**config.mk**
```make
export PLATFORM = sky130hd
export DESIGN_NAME = conv2d_seq
export DESIGN_NICKNAME = d
export VERILOG_FILES = /design/src/rtl/conv2d_seq.sv
export SDC_FILE = /design/constraint.sdc
export NUM_CORES = 1
export LEC_CHECK = 0
export ABC_CLOCK_PERIOD_IN_PS = 10600
export BUFFER_PORTS_ARGS = -buffer_cell sky130_fd_sc_hd__buf_2
export CAP_MARGIN = 20
export CORE_UTILIZATION = 65
export DETAILED_ROUTE_END_ITERATION = 7
export PLACE_DENSITY = 0.94
export SLEW_MARGIN = 0
export SYNTH_ARGS = -nofsm -noshare
export SYNTH_HDL_FRONTEND = slang
export SYNTH_SLANG_ARGS = --single-unit
```
**constraint.sdc**
```tcl
create_clock -name clk -period 10.6 [get_ports clk]
set_input_delay 1.59 -clock clk [delete_from_list [all_inputs] [get_ports clk]]
set_output_delay 1.59 -clock clk [all_outputs]
set_load 0.005 [all_outputs]
```
**src/rtl/conv2d_seq.sv**
```systemverilog
// Sequential 2-D convolution: one MAC walks every filter tap of every valid output window.
// Optional CONV2D_SAT_EN: clamp results to 2^OW-1 instead of wrapping to the low OW bits.
module conv2d_seq #(
   parameter int DW      = 8,
   parameter int IN_DIM  = 4,
   parameter int K_DIM   = 3,
   parameter int OW      = 8,
   localparam int OUT_DIM = IN_DIM - K_DIM + 1,
   localparam int IN_N    = IN_DIM * IN_DIM,
   localparam int OUT_N   = OUT_DIM * OUT_DIM,
   localparam int AW      = (IN_N > 1) ? $clog2(IN_N) : 1,
   localparam int OAW     = (OUT_N > 1) ? $clog2(OUT_N) : 1
) (
   input  logic           clk,
   input  logic           rst,
   input  logic           ld_en,
   input  logic           ld_sel,
   input  logic [AW-1:0]  ld_addr,
   input  logic [DW-1:0]  ld_data,
   input  logic           start,
   output logic           busy,
   output logic           done,
   output logic           out_valid,
   output logic [OAW-1:0] out_addr,
   output logic [OW-1:0]  out_data,
   output logic [2:0]     state
);
   localparam int K_N  = K_DIM * K_DIM;
   localparam int KAW  = (K_N > 1) ? $clog2(K_N) : 1;
   localparam int CW   = $clog2(IN_DIM + 1);
   localparam int ACCW = 2 * DW + $clog2(K_N);

   typedef enum logic [2:0] {
      S_IDLE = 3'd0,
      S_MAC  = 3'd1,
      S_EMIT = 3'd2,
      S_DONE = 3'd3
   } state_t;

   state_t          state_q, state_d;
   logic [CW-1:0]   r_q, r_d, c_q, c_d, kr_q, kr_d, kc_q, kc_d;
   logic [ACCW-1:0] acc_q, acc_d, acc_sum;
   logic            busy_q, busy_d, done_q, done_d, out_valid_q, out_valid_d;
   logic [OAW-1:0]  out_addr_q, out_addr_d;
   logic [OW-1:0]   out_data_q, out_data_d, res_val;
   logic [DW-1:0]   img_q [IN_N];
   logic [DW-1:0]   img_d [IN_N];
   logic [DW-1:0]   flt_q [K_N];
   logic [DW-1:0]   flt_d [K_N];
   logic [2*DW-1:0] prod;
   int              img_i, flt_i, out_i;

   always_comb begin
      state_d     = state_q;
      r_d         = r_q;
      c_d         = c_q;
      kr_d        = kr_q;
      kc_d        = kc_q;
      acc_d       = acc_q;
      out_valid_d = 1'b0;
      done_d      = 1'b0;
      out_addr_d  = out_addr_q;
      out_data_d  = out_data_q;
      img_d       = img_q;
      flt_d       = flt_q;

      img_i   = (int'(r_q) + int'(kr_q)) * IN_DIM + int'(c_q) + int'(kc_q);
      flt_i   = int'(kr_q) * K_DIM + int'(kc_q);
      out_i   = int'(r_q) * OUT_DIM + int'(c_q);
      prod    = {{DW{1'b0}}, img_q[AW'(img_i)]} * {{DW{1'b0}}, flt_q[KAW'(flt_i)]};
      acc_sum = acc_q + ACCW'(prod);
`ifdef CONV2D_SAT_EN
      res_val = ((acc_sum >> OW) != '0) ? {OW{1'b1}} : OW'(acc_sum);
`else
      res_val = OW'(acc_sum);
`endif

      case (state_q)
         S_IDLE: begin
            if (ld_en) begin
               if (!ld_sel && int'(ld_addr) < IN_N)
                  img_d[ld_addr] = ld_data;
               else if (ld_sel && int'(ld_addr) < K_N)
                  flt_d[KAW'(ld_addr)] = ld_data;
            end
            if (start) begin
               state_d = S_MAC;
               acc_d   = '0;
               r_d     = '0;
               c_d     = '0;
               kr_d    = '0;
               kc_d    = '0;
            end
         end
         S_MAC: begin
            acc_d = acc_sum;
            if (kc_q == CW'(K_DIM - 1)) begin
               kc_d = '0;
               if (kr_q == CW'(K_DIM - 1)) begin
                  // last tap: present the finished sum on the next cycle
                  kr_d        = '0;
                  state_d     = S_EMIT;
                  out_valid_d = 1'b1;
                  out_addr_d  = OAW'(out_i);
                  out_data_d  = res_val;
               end else begin
                  kr_d = kr_q + CW'(1);
               end
            end else begin
               kc_d = kc_q + CW'(1);
            end
         end
         S_EMIT: begin
            acc_d   = '0;
            state_d = S_MAC;
            if (c_q == CW'(OUT_DIM - 1)) begin
               c_d = '0;
               if (r_q == CW'(OUT_DIM - 1)) begin
                  r_d     = '0;
                  state_d = S_DONE;
                  done_d  = 1'b1;
               end else begin
                  r_d = r_q + CW'(1);
               end
            end else begin
               c_d = c_q + CW'(1);
            end
         end
         default: state_d = S_IDLE;
      endcase

      busy_d = (state_d == S_MAC) || (state_d == S_EMIT);
   end

   always_ff @(posedge clk or negedge rst) begin
      if (!rst) begin
         state_q     <= S_IDLE;
         r_q         <= '0;
         c_q         <= '0;
         kr_q        <= '0;
         kc_q        <= '0;
         acc_q       <= '0;
         busy_q      <= 1'b0;
         done_q      <= 1'b0;
         out_valid_q <= 1'b0;
         out_addr_q  <= '0;
         out_data_q  <= '0;
         for (int i = 0; i < IN_N; i++) img_q[i] <= '0;
         for (int i = 0; i < K_N; i++)  flt_q[i] <= '0;
      end else begin
         state_q     <= state_d;
         r_q         <= r_d;
         c_q         <= c_d;
         kr_q        <= kr_d;
         kc_q        <= kc_d;
         acc_q       <= acc_d;
         busy_q      <= busy_d;
         done_q      <= done_d;
         out_valid_q <= out_valid_d;
         out_addr_q  <= out_addr_d;
         out_data_q  <= out_data_d;
         img_q       <= img_d;
         flt_q       <= flt_d;
      end
   end

   assign busy      = busy_q;
   assign done      = done_q;
   assign out_valid = out_valid_q;
   assign out_addr  = out_addr_q;
   assign out_data  = out_data_q;
   assign state     = state_q;
endmodule

```
==> metrics.md <==
| Metric | Value |
|---|---|
| Status | `finished with violations` |
| Failing checks | `DRC` |
| Num CTS Buffers | `25` |
| Layout cells sized above 1 | `34.0%` |
| Hold_buf cts | `0` |
| Worst-path fanout max | `10` |
| Commonest cells post-synth | `dfrtp_1 (236), mux2_2 (182), nand2_1 (57)` |
| Crit-path most repeated cell | `fa_1` |
| Initial antenna violation count | `1` |
| Max Slew Vio Count | `0` |
| Compound-Gate Fraction of Synth Area | `2.31%` |
| Area delta synth->final | `9.91%` |
| Worst path max stage delay | `0.91 ns` |
| Global route hottest layer | `met2` |
| Io pins | `33` |
| First-pass GRT wire length | `44.4 mm` |
| Setup Skew | `0.0162 ns` |
| Asr flop ratio synth | `100%` |
| CTS root buf | `clkbuf_16` |
| Startpoint Class | `register` |
| Slew @ Worst Pin | `1.01 ns` |
| Slew Limit Headroom | `32.3%` |
| Vias per cell | `6.51` |
| CTS clk-pin slew, worst paths | `0.06 ns` |
| Mux contribution to synthesized area | `31.1%` |
| Simple-Gate Fraction of Synth Area | `5.54%` |
| CP max stage cell | `fa_1` |
| Leakage | `6.51 nW` |
| Clock Tree Buf Depth | `3` |
| Cell Pwr Density | `196 nW/um2` |
| Wire per inst | `24.3 um` |
| Antenna fix cells | `0` |
| H-tree depth | `1` |
| Post-synth top area share | `49.0%` |
| RSZ-0062 raised after global routing | `no` |
| Worst Path Arrival | `7.78 ns` |
| Max cap viols | `0` |
| Minimum clock period | `7.39 ns` |
| Final critical-path share of the clock period | `69.7%` |
| Starting density of the core | `66.7%` |
| CTS tree | `built` |
| Synth Area in XOR/XNOR | `2.35%` |
| Achievable Freq | `135 MHz` |
| Largest net degree at the start of global routing | `111` |
| Post-synthesis cell area | `12100 um2` |
| Kind of critical path | `reg2reg` |
| Core Area | `18100 um2` |
| Met2 GRT Util | `50.6%` |
| Count leader, synth | `dfrtp_1` |
| CP top delay family | `adder cells` |
| CP endpoint kind | `register` |
| Worst min path class | `reg2reg` |
| CTS sink count | `236` |
| Distinct cell type count after synthesis | `47` |
| Final Hold Fails | `0` |
| Vias in the first global route | `7977` |
| Synth Area in Adders | `6.41%` |
| Met1 usage | `38.9%` |
| Worst slack at placement | `3.18 ns` |
| Post-DRT Antenna Nets | `0` |
| Final worst slack | `3.21 ns` |
| Top cells by area, synth | `dfrtp_1 (49%), mux2_2 (17%), mux4_2 (6.5%)` |
| Syn_nets | `927` |
| Die width | `138 um` |
| GR Overflow Total | `0` |
| # DRC | `12` |
| Main combinational cell family by area after synthesis | `multiplexers` |
| Hpwl dp | `17.2 mm` |
| Die height | `138 um` |
| Routability congestion estimate | `0.947` |
| Number of enable flip-flop cells after synthesis | `0` |
| Worst path cell trace | `fa_1 -> ha_1 -> inv_1 -> fa_1 -> nor3b_4 -> nand2_1 -> mux2i_1 -> nand2_1 -> fa_1 -> inv_1 -> fa_1 -> ha_1 -> inv_1 -> fa_1 -> inv_1 -> fa_1 -> a21o_1 -> a21oi_1 -> xnor2_1 -> xnor2_1 -> xnor3_1 -> xnor3_1 -> o21ai_1` |
| Tot Pwr | `2.60 mW` |
| Die area | `19100 um2` |
| Main flop type after synthesis | `dfrtp_1` |
| Site Rows | `49` |
| Detailed Route WL | `27.7 mm` |
| Crit path buffers/inverters | `4` |
| Flops & latches, synth | `236` |
| Avg Cell Area, Syn | `14.0 um2` |
| Post-CTS sizing | `0` |
| Worst VDD drop | `0.000132 V` |
| Nets | `958` |
| DRT Pass-1 Iters | `7` |
| Sequential share of the synthesized area | `49.0%` |
| Drt initial violations | `610` |
| Cells after Synth | `862` |
| Yosys warnings | `0` |
| GRT Overall Usage | `30.4%` |
| Setup bufs post-CTS | `0` |
| Worst skew pair latency | `0.53 ns` |
| GR Layer Usage met3 | `5.85%` |
| Setup tns final | `0 ns` |
| Crit path required time | `10.99 ns` |
| Number of buffers added on ports | `32` |
| Final setup violation count | `0` |
| Synth area leader | `dfrtp_1` |
| Vias | `7429` |
-- per-stage QoR --
stage | utilization [%] | hold WS, ns | instance area [um2] | cells
2_1_floorplan | - | 0.452 | 12100 | 862
3_3_place_gp | 68.4 | 0.453 | 12400 | 1093
3_5_place_dp | 68.4 | 0.457 | 12400 | 1093
4_1_cts | 73.2 | 0.472 | 13200 | 1139
5_1_grt | 73.3 | 0.488 | 13300 | 1141
6_report | 73.3 | 0.468 | 13300 | 1141
-- tightest hold or removal path, delay by kind of cell, from the launching register on --
family        cells  cell delay, ns
flops             1            0.33
simple gates      2            0.10
-- sequential cells by signal, summed over array words and instances (netlist names), 2 cells and up --
signal / cells
kr_q: 3
r_q: 3
img_q: 128
acc_q: 8
flt_q: 72
out_addr: 2
kc_q: 3
out_data: 8
state: 3
c_q: 3
-- kinds of logic after synthesis --
group,after synthesis
muxes,286
xor gates and xnor gates,23
DFF,236
buffers and inverters,85
other,1
AOI/OAI and AO/OA,42
adders and majority gates,48
and+or+nand+nor,141
-- cell usage in the layout (no fill, tap or decap), types with 3 or more instances in the layout --
cell	instances
dfrtp_1	236
a22o_1	8
mux2_2	182
nor3b_1	3
clkbuf_1	4
xor2_1	4
a21o_1	3
clkbuf_16	25
nand3_1	10
o21ai_0	8
ha_1	24
mux4_1	12
nor2b_1	13
o31ai_1	3
xnor3_1	4
a21oi_1	5
clkinv_2	3
clkbuf_8	9
o21ai_1	9
nand2b_1	7
nor2_1	32
mux4_2	35
buf_4	9
xnor2_1	13
nand2_1	57
inv_1	45
mux2_1	24
fa_1	23
nor3_1	9
buf_2	31
mux2i_1	33
-- layout make-up --
cell class | count | area [um2]
fillers | 976 | 4830
repair buffers | 43 | 260
clock inverters | 8 | 100
multi-input cells | 541 | 5760
inverters | 46 | 173
flip-flops and latches | 236 | 5910
well taps | 229 | 287
clock buffers | 38 | 764
-- where the power goes --
part	switching [mW]	leakage (nW)	internal, mW
sequential	0.0648	3.19	0.999
combinational	0.335	2.89	0.288
clock	0.365	0.426	0.546
-- final timing paths --
path,start,slack [ns],cells past startpoint,end
setup / recovery,kr_q[0]$_DFFE_PN0P_,3.21,23,out_data[7]$_DFFE_PN0P_
hold / removal,out_data[4]$_DFFE_PN0P_,0.47,2,out_data[4]$_DFFE_PN0P_
setup reg to reg,kr_q[0]$_DFFE_PN0P_,3.21,23,out_data[7]$_DFFE_PN0P_
hold reg to reg,out_data[4]$_DFFE_PN0P_,0.47,2,out_data[4]$_DFFE_PN0P_
max in group asynchronous,rst,8.11,2,img_q[63]$_DFFE_PN0P_
min in group asynchronous,rst,1.08,1,c_q[1]$_DFFE_PN0P_
-- layer usage --
layer	wire [um]	share of wire, %	up-vias
li1	-	-	3131
met1	10800	39	3849
met2	13800	50	345
met3	1890	6.8	104
met4	1290	4.6	0
met5	0	0	-
Note: power is estimated with default switching activity, not from simulation.
